### src/rtl/jk_excitation_encoder.sv
// Converts a requested bank value into J/K excitation for an external JK flip-flop bank,
// then checks q_fb. Define JK_TOGGLE_ENCODE_EN for toggle encoding (default: direct).
module jk_excitation_encoder #(
  parameter int unsigned WIDTH = 4,
  parameter int unsigned CNT_W = 8
) (
  input  logic             clk,
  input  logic             rst,
  input  logic [WIDTH-1:0] tgt,
  input  logic             tgt_valid,
  output logic             tgt_ready,
  input  logic [WIDTH-1:0] q_fb,
  output logic [WIDTH-1:0] j,
  output logic [WIDTH-1:0] k,
  output logic             done,
  output logic             err,
  output logic [CNT_W-1:0] mismatch_cnt
);

  typedef enum logic [1:0] {
    IDLE  = 2'd0,
    DRIVE = 2'd1,
    CHECK = 2'd2
  } state_t;

  state_t           state_q, state_d;
  logic [WIDTH-1:0] tgt_q, tgt_d;
  logic [WIDTH-1:0] j_q, j_d;
  logic [WIDTH-1:0] k_q, k_d;
  logic             done_q, done_d;
  logic             err_q, err_d;
  logic [CNT_W-1:0] cnt_q, cnt_d;
  logic [WIDTH-1:0] enc_j, enc_k;
  logic             mismatch;

  always_comb begin
`ifdef JK_TOGGLE_ENCODE_EN
    // Changed bits toggle, unchanged bits hold; relies on q_fb seen at accept.
    enc_j = tgt ^ q_fb;
    enc_k = tgt ^ q_fb;
`else
    // Set/reset codes only: result independent of the bank's present value.
    enc_j = tgt;
    enc_k = ~tgt;
`endif
  end

  assign mismatch = (q_fb != tgt_q);

  always_comb begin
    state_d = state_q;
    tgt_d   = tgt_q;
    j_d     = '0;
    k_d     = '0;
    done_d  = 1'b0;
    err_d   = err_q;
    cnt_d   = cnt_q;
    unique case (state_q)
      IDLE: begin
        if (tgt_valid) begin
          tgt_d   = tgt;
          j_d     = enc_j;
          k_d     = enc_k;
          state_d = DRIVE;
        end
      end
      DRIVE: begin
        state_d = CHECK;
      end
      CHECK: begin
        done_d  = 1'b1;
        err_d   = mismatch;
        if (mismatch && (cnt_q != '1)) cnt_d = cnt_q + CNT_W'(1);
        state_d = IDLE;
      end
      default: begin
        state_d = IDLE;
      end
    endcase
  end

  always_ff @(posedge clk) begin
    if (rst) begin
      state_q <= IDLE;
      tgt_q   <= '0;
      j_q     <= '0;
      k_q     <= '0;
      done_q  <= 1'b0;
      err_q   <= 1'b0;
      cnt_q   <= '0;
    end else begin
      state_q <= state_d;
      tgt_q   <= tgt_d;
      j_q     <= j_d;
      k_q     <= k_d;
      done_q  <= done_d;
      err_q   <= err_d;
      cnt_q   <= cnt_d;
    end
  end

  assign tgt_ready    = (state_q == IDLE);
  assign j            = j_q;
  assign k            = k_q;
  assign done         = done_q;
  assign err          = err_q;
  assign mismatch_cnt = cnt_q;

endmodule

### config.mk
export PLATFORM = sky130hd
export DESIGN_NAME = jk_excitation_encoder
export DESIGN_NICKNAME = d
export VERILOG_FILES = /design/src/rtl/jk_excitation_encoder.sv
export SDC_FILE = /design/constraint.sdc
export NUM_CORES = 1
export LEC_CHECK = 0
export CAP_MARGIN = 20
export CELL_PAD_IN_SITES_DETAIL_PLACEMENT = 1
export CELL_PAD_IN_SITES_GLOBAL_PLACEMENT = 2
export CORE_MARGIN = 2
export CORE_UTILIZATION = 27
export CTS_CLUSTER_DIAMETER = 60
export DETAILED_ROUTE_END_ITERATION = 8
export PLACE_DENSITY = 0.74
export SLEW_MARGIN = 20
export SYNTH_ARGS = -nofsm -noshare
export SYNTH_HDL_FRONTEND = slang
export SYNTH_SLANG_ARGS = --single-unit
### constraint.sdc
create_clock -name clk -period 2.04 [get_ports clk]
set_input_delay 0.408 -clock clk [delete_from_list [all_inputs] [get_ports clk]]
set_output_delay 0.408 -clock clk [all_outputs]
set_load 0.03 [all_outputs]
==> results of run 1 <==
cell usage after synthesis:
master    count
dfxtp_1      24
nor2_1       13
a21oi_1       5
and3_1        4
inv_1         4
mux2i_1       4
nand2_1       4
clkbuf_1      3
nand3_1       3
xor2_2        3
mux2_1        2
nor2b_1       2
nor3_1        2
nor4_1        2
o21ai_1       2
o31ai_1       2
or3_1         2
or4_1         2
a211oi_2      1
and2_1        1
and2b_1       1
buf_6         1
ha_1          1
nand2b_1      1
nand4_1       1
nor3b_1       1
nor4b_1       1
o211a_1       1
o21ba_2       1
o41ai_4       1
or3_2         1
or3b_1        1
xor2_1        1
layout make-up:
class / count / area, um2
Fill cell: 390 / 2010
Sequential cell: 24 / 480
Multi-Input combinational cell: 66 / 468
Timing Repair Buffer: 37 / 350
Tap cell: 46 / 57.6
Clock buffer: 4 / 36.3
Inverter: 4 / 15.0
per-layer routing:
metal / wire length [um] / track usage, % / up-vias
li1: - / - / 413
met1: 1080 / 16.5 / 393
met2: 1180 / 21.5 / 12
met3: 48 / 1.56 / 4
met4: 49 / 7.18 / 0
met5: 0 / 0 / -
worst max path at each step:
| stage | start | to | slack (ns) | cells past startpoint |
|---|---|---|---|---|
| after floorplan | mismatch_cnt[0] | mismatch_cnt[4] | 0.35 | 5 |
| after global placement | q_fb[1] | mismatch_cnt[3] | -0.1 | 6 |
| after detailed placement | q_fb[1] | mismatch_cnt[5] | -0.14 | 5 |
| after CTS | state_q[1] | tgt_ready | 0.11 | 2 |
| after global routing | state_q[1] | tgt_ready | 0.04 | 2 |
| final | state_q[1] | tgt_ready | 0.14 | 2 |
cells by family (layout without fill, tap and decap cells):
kind of cell | count (synthesis) | count (layout) | share of synthesized area, %
flops | 24 | 24 | 48.7
compound gates | 13 | 13 | 11.2
simple gates | 42 | 42 | 22.8
buf+inv | 8 | 45 | 3.81
mux | 6 | 6 | 6.35
xor+xnor | 4 | 4 | 5.84
fa+ha+maj | 1 | 1 | 1.27
layout by cell type, fill, tap and decap left out:
cell type,instances
nor3_1,2
mux2i_1,4
nand2b_1,1
nor3b_1,1
nand2_1,4
buf_4,8
nor4_1,2
inv_1,4
clkdlybuf4s50_1,29
clkbuf_8,1
nor2b_1,2
o21ba_2,1
or4_1,2
nand3_1,3
xor2_1,1
o21ai_1,2
nor4b_1,1
or3b_1,1
xor2_2,3
dfxtp_1,24
a21oi_1,5
nand4_1,1
o41ai_4,1
and2b_1,1
or3_2,1
mux2_1,2
o31ai_1,2
o211a_1,1
ha_1,1
and3_1,4
nor2_1,13
or3_1,2
clkbuf_4,3
a211oi_2,1
and2_1,1
registers in the layout (all words and copies together), names as in the netlist:
register / flops
done: 1
err: 1
j: 4
k: 4
mismatch_cnt: 8
state_q: 2
tgt_q: 4
power by group through the flow:
stage	registers (uW)	logic, uW	clock network, uW
2_1_floorplan	522	54.0	0
3_3_place_gp	505	134	0
3_5_place_dp	506	136	0
4_1_cts	496	137	269
5_1_grt	498	147	288
6_report	495	135	256
worst max-delay path, stage by stage, from the launching register on:
cell	delay, ns
dfxtp_1	0.36
nor2_1	0.13
clkdlybuf4s50_1	0.68
per-stage QoR:
step	power (uW)	instances
floorplan	576	98
global placement	639	177
detailed placement	642	177
CTS	902	181
global route	933	181
finish	886	181
==> metrics.cfg, run 1 <==
[clock_network]
clk_pin_slew_ns=0.13
h-tree-depth=1
cts.repair.resized=0
numClockSinks=24
numCtsBuffers=3
hold_buffers=0
cts_buffer_depth=2
cts_tree=built
insertion_delay_ns=0.32
cts_setup_buffers=0
cts_root_buffer=clkbuf_4

[sta]
rsz0062_at_grt=no
skew_ns=0.00288
fin_ws_ns=0.137
maxSlewHeadroom_pct=63.6
finalHoldViolCount=0
worst_hold_slack_ns=0.483
setup_tns_ns=0
setup_violations=0
fmax_mhz=525
tightest_slew_ns=0.544
final_max_slew_viol_count=0
period_needed_ns=1.90
finalCritPeriodShare_pct=93.3

[place]
gp_congestion=0.720
io_buffer_count=29
pre_cts_slack_ns=-0.137
place_area_mm2=0.00137
place_hpwl_um=1870

[critical_path]
cp-start-kind=flip-flop
ff2ff_setup_slack_ns=0.30
r2r_start=mismatch_cnt[0]
critical_path_arrival_ns=1.49
r2r_cells=5
crit_path_max_fanout=4
endpoint_kind=primary output
required_ns=1.63
reg2reg_to=mismatch_cnt[4]
crit_type=flip-flop to primary output

[min_path]
hp-start=err
hold_path_class=flip-flop to flip-flop
hold_end=err
min_path_cells=2

[power_and_ir_drop]
peakVddDrop_mv=0.295
power_density_mw_per_mm2=629
switchingPower_uw=225
pwr-share-seq_pct=55.9
p_clk_share_pct=28.9
p_comb_share_pct=15.2
p_leak_uw=0.000543
internal_power_uw=660
p_sw_share_pct=25.4

[route]
routed_via_density=4.54
antenna_left=0
drc_errors=0
vias=822
routedWlPerCell_um=13.0
drt_iter0_drc=38
drt_first_pass_iters=4
routed_wl_um=2360

[synthesis]
synthDistinctLibCells=33
syn-cell-area_um2=986
synth.area.top_cells=dfxtp_1, nor2_1, xor2_2, mux2i_1, o41ai_4
syn_inst=98
synth_top_area_cell=dfxtp_1
yosysWarnings=0
syn_avg_cell_area_um2=10.1
ys_seq_elements=24
synth_nets=110
seq_area_frac_synth_pct=48.7
synth_top_cell_area_share_pct=48.7

[finish]
area_growth_pct=42.8
nNetsFinal=148
utilization_pct=41.2
drive_above_1_share_pct=14.1
final_cell_area_mm2=0.00141
antenna_cells=0

[job]
maxCapViolCount=0

[die]
die_x_um=64.4
start_util_pct=28.9
die_h_um=64.4
io_pins=30
core_area_mm2=0.00342
die_area_mm2=0.00415
row_count=21

[run_status]
status=complete, no violations

[global_routing]
grt_max_degree=14
grt_pass1_wl_um=4200
grt_pass1_vias=869
grt_util_all_layers_pct=13.0
antenna_found_initial=0
grt-ovfl-total=0

No activity file was read; power rests on OpenSTA's default activity.
==> inputs of run 2 (changes only) <==
- CORE_UTILIZATION: 27 -> 35
- DONT_BUFFER_PORTS: unset -> 1
- PLACE_DENSITY: 0.74 -> 0.7
==> metrics.cfg, run 2 (same netlist as run 1, synthesis figures left out) <==
[finish]
final_cells=136  ; -25%
largest_reg_flops=8  ; unchanged
drive_above_1_share_pct=17.1  ; +3.1 points
multi_input_comb_area_um2=468  ; unchanged
num-fill-cells=320  ; -18%
register_area_um2=480  ; unchanged
nNetsFinal=118  ; -20%
area_growth_pct=12.3
antenna_cells=0  ; unchanged
layout_common_cells=dfxtp_1, nor2_1, buf_4, a21oi_1
final_common_cell=dfxtp_1

[clock_network]
cts_setup_buffers=0  ; unchanged
cts_tree=built
numClockSinks=24  ; unchanged
cts_root_buffer=clkbuf_4
insertion_delay_ns=0.32  ; about the same
h-tree-depth=1  ; unchanged
numCtsBuffers=3  ; unchanged
cts.repair.resized=0  ; unchanged
hold_buffers=0  ; unchanged
clk_pin_slew_ns=0.14  ; about the same
cts_buffer_depth=2  ; unchanged

[min_path]
hold_path_class=input pin to flip-flop
hold_end=mismatch_cnt[6]
min_path_cells=1  ; -1
hp-start=rst

[place]
io_buffer_count=0  ; -100%
gp_congestion=0.691  ; -4.0%
post-place-cells=132  ; -25%
pre_cts_slack_ns=0.263  ; +0.400 ns
place_hpwl_um=1510  ; -19%

[power_and_ir_drop]
power_density_mw_per_mm2=833  ; +32%
p_leak_uw=0.000444  ; -18%
peakVddDrop_mv=0.416  ; +41%
power.total_uw=923  ; +4.2%

[global_routing]
grt_util_all_layers_pct=13.3  ; +0.33 points
grt_max_degree=18  ; +4
antenna_found_initial=0  ; unchanged
grt-ovfl-total=0  ; unchanged
grt_pass1_wl_um=3290  ; -22%
grt_pass1_vias=706  ; -19%

[critical_path]
ff2ff_setup_slack_ns=0.31  ; about the same
path_cells=xor2_2 -> o41ai_4 -> nor4_1 -> mux2_1
required_ns=2.27  ; +0.64 ns
slowest_delay_ns=0.60  ; -0.08 ns
crit_type=flip-flop to flip-flop
endpoint_kind=flip-flop
r2r_start=tgt_q[3]
cp-start-kind=flip-flop
critical_path_arrival_ns=1.95  ; +0.46 ns
slowest_stage=o41ai_4
crit_path_max_fanout=9  ; +5
reg2reg_to=mismatch_cnt[5]
r2r_cells=4  ; -1

[route]
drt_first_pass_iters=2  ; -2
drc_errors=0  ; unchanged
drt_iter0_drc=12  ; -68%
antenna_left=0  ; unchanged
routed_wl_um=2030  ; -14%
routedWlPerCell_um=14.9  ; +15%
vias=725  ; -12%
routed_via_density=5.33  ; +17%

[sta]
tightest_slew_ns=0.547  ; +0.00257 ns
maxSlewHeadroom_pct=63.4  ; -0.16 points
final_max_slew_viol_count=0  ; unchanged
setup_violations=0  ; unchanged
skew_ns=0.00419  ; +0.00130 ns
fin_ws_ns=0.314  ; +0.177 ns
fmax_mhz=579  ; +10%
period_needed_ns=1.73  ; -0.177 ns
worst_hold_slack_ns=0.126  ; -0.357 ns
setup_tns_ns=0  ; unchanged
finalHoldViolCount=0  ; unchanged
finalCritPeriodShare_pct=84.6  ; -8.7 points
rsz0062_at_grt=no

[die]
core_area_mm2=0.00271  ; -21%
start_util_pct=36.4  ; +7.5 points
die_h_um=57.1  ; -11%
die_x_um=57.1  ; -11%
io_pins=30  ; unchanged
row_count=19  ; -9.5%
die_area_mm2=0.00326  ; -22%

[run_status]
status=complete, no violations

[job]
maxCapViolCount=0  ; unchanged

==> run 2: changes by cell type in the layout (fill, tap and decap cells not counted), sizes merged <==
cell | previous run | this run
clkbuf | 4 | 3
clkdlybuf4s50 | 29 | 0
buf | 8 | 7
bufinv | 0 | 1
==> run 2: stage by stage <==
stage	instance area [um2]	utilization (%)
global route	1110	40.9
finish	1110	40.9
floorplan	986	-
CTS	1110	40.9
detailed placement	1050	38.9
global placement	1050	38.9
==> run 2: power breakdown <==
group | internal, uW | total (uW) | leakage (uW) | switching (uW)
registers | 485 | 511 | 0.000195 | 26.1
logic | 26.0 | 62.5 | 0.000221 | 36.4
clock network | 199 | 349 | 0.0000279 | 150
==> run 2: per-layer routing <==
layer  wire [um]  track usage [%]  vias up
met2         965             20.7       17
met1         927             17.6      348
li1            -                -      356
met5           0                0        -
met3          98             2.49        4
met4          41             6.98        0
==> run 2: cell type report <==
type / count / area share (%)
Sequential cell: 24 / 43.4
Tap cell: 31 / 3.50
Clock inverter: 1 / 2.71
Multi-Input combinational cell: 66 / 42.3
Clock buffer: 3 / 2.03
Inverter: 4 / 1.36
Timing Repair Buffer: 7 / 4.75
==> run 2: worst max-delay path: cells and delay by family, from the launching register on <==
family | cells | cell delay [ns]
XOR/XNOR | 1 | 0.20
multiplexers | 1 | 0.33
AO/OA/AOI/OAI | 1 | 0.60
flip-flops | 1 | 0.36
AND/OR/NAND/NOR | 1 | 0.15
==> run 2: worst max-delay path by stage <==
stage                     slack, ns              end  depth (start not counted)             from
after global placement         0.31  mismatch_cnt[5]                          4          q_fb[3]
after global routing           0.18  mismatch_cnt[4]                          4         tgt_q[3]
after detailed placement       0.26  mismatch_cnt[5]                          4          q_fb[3]
final                          0.31  mismatch_cnt[5]                          4         tgt_q[3]
after CTS                      0.29  mismatch_cnt[5]                          4         tgt_q[3]
after floorplan                0.35  mismatch_cnt[4]                          5  mismatch_cnt[0]
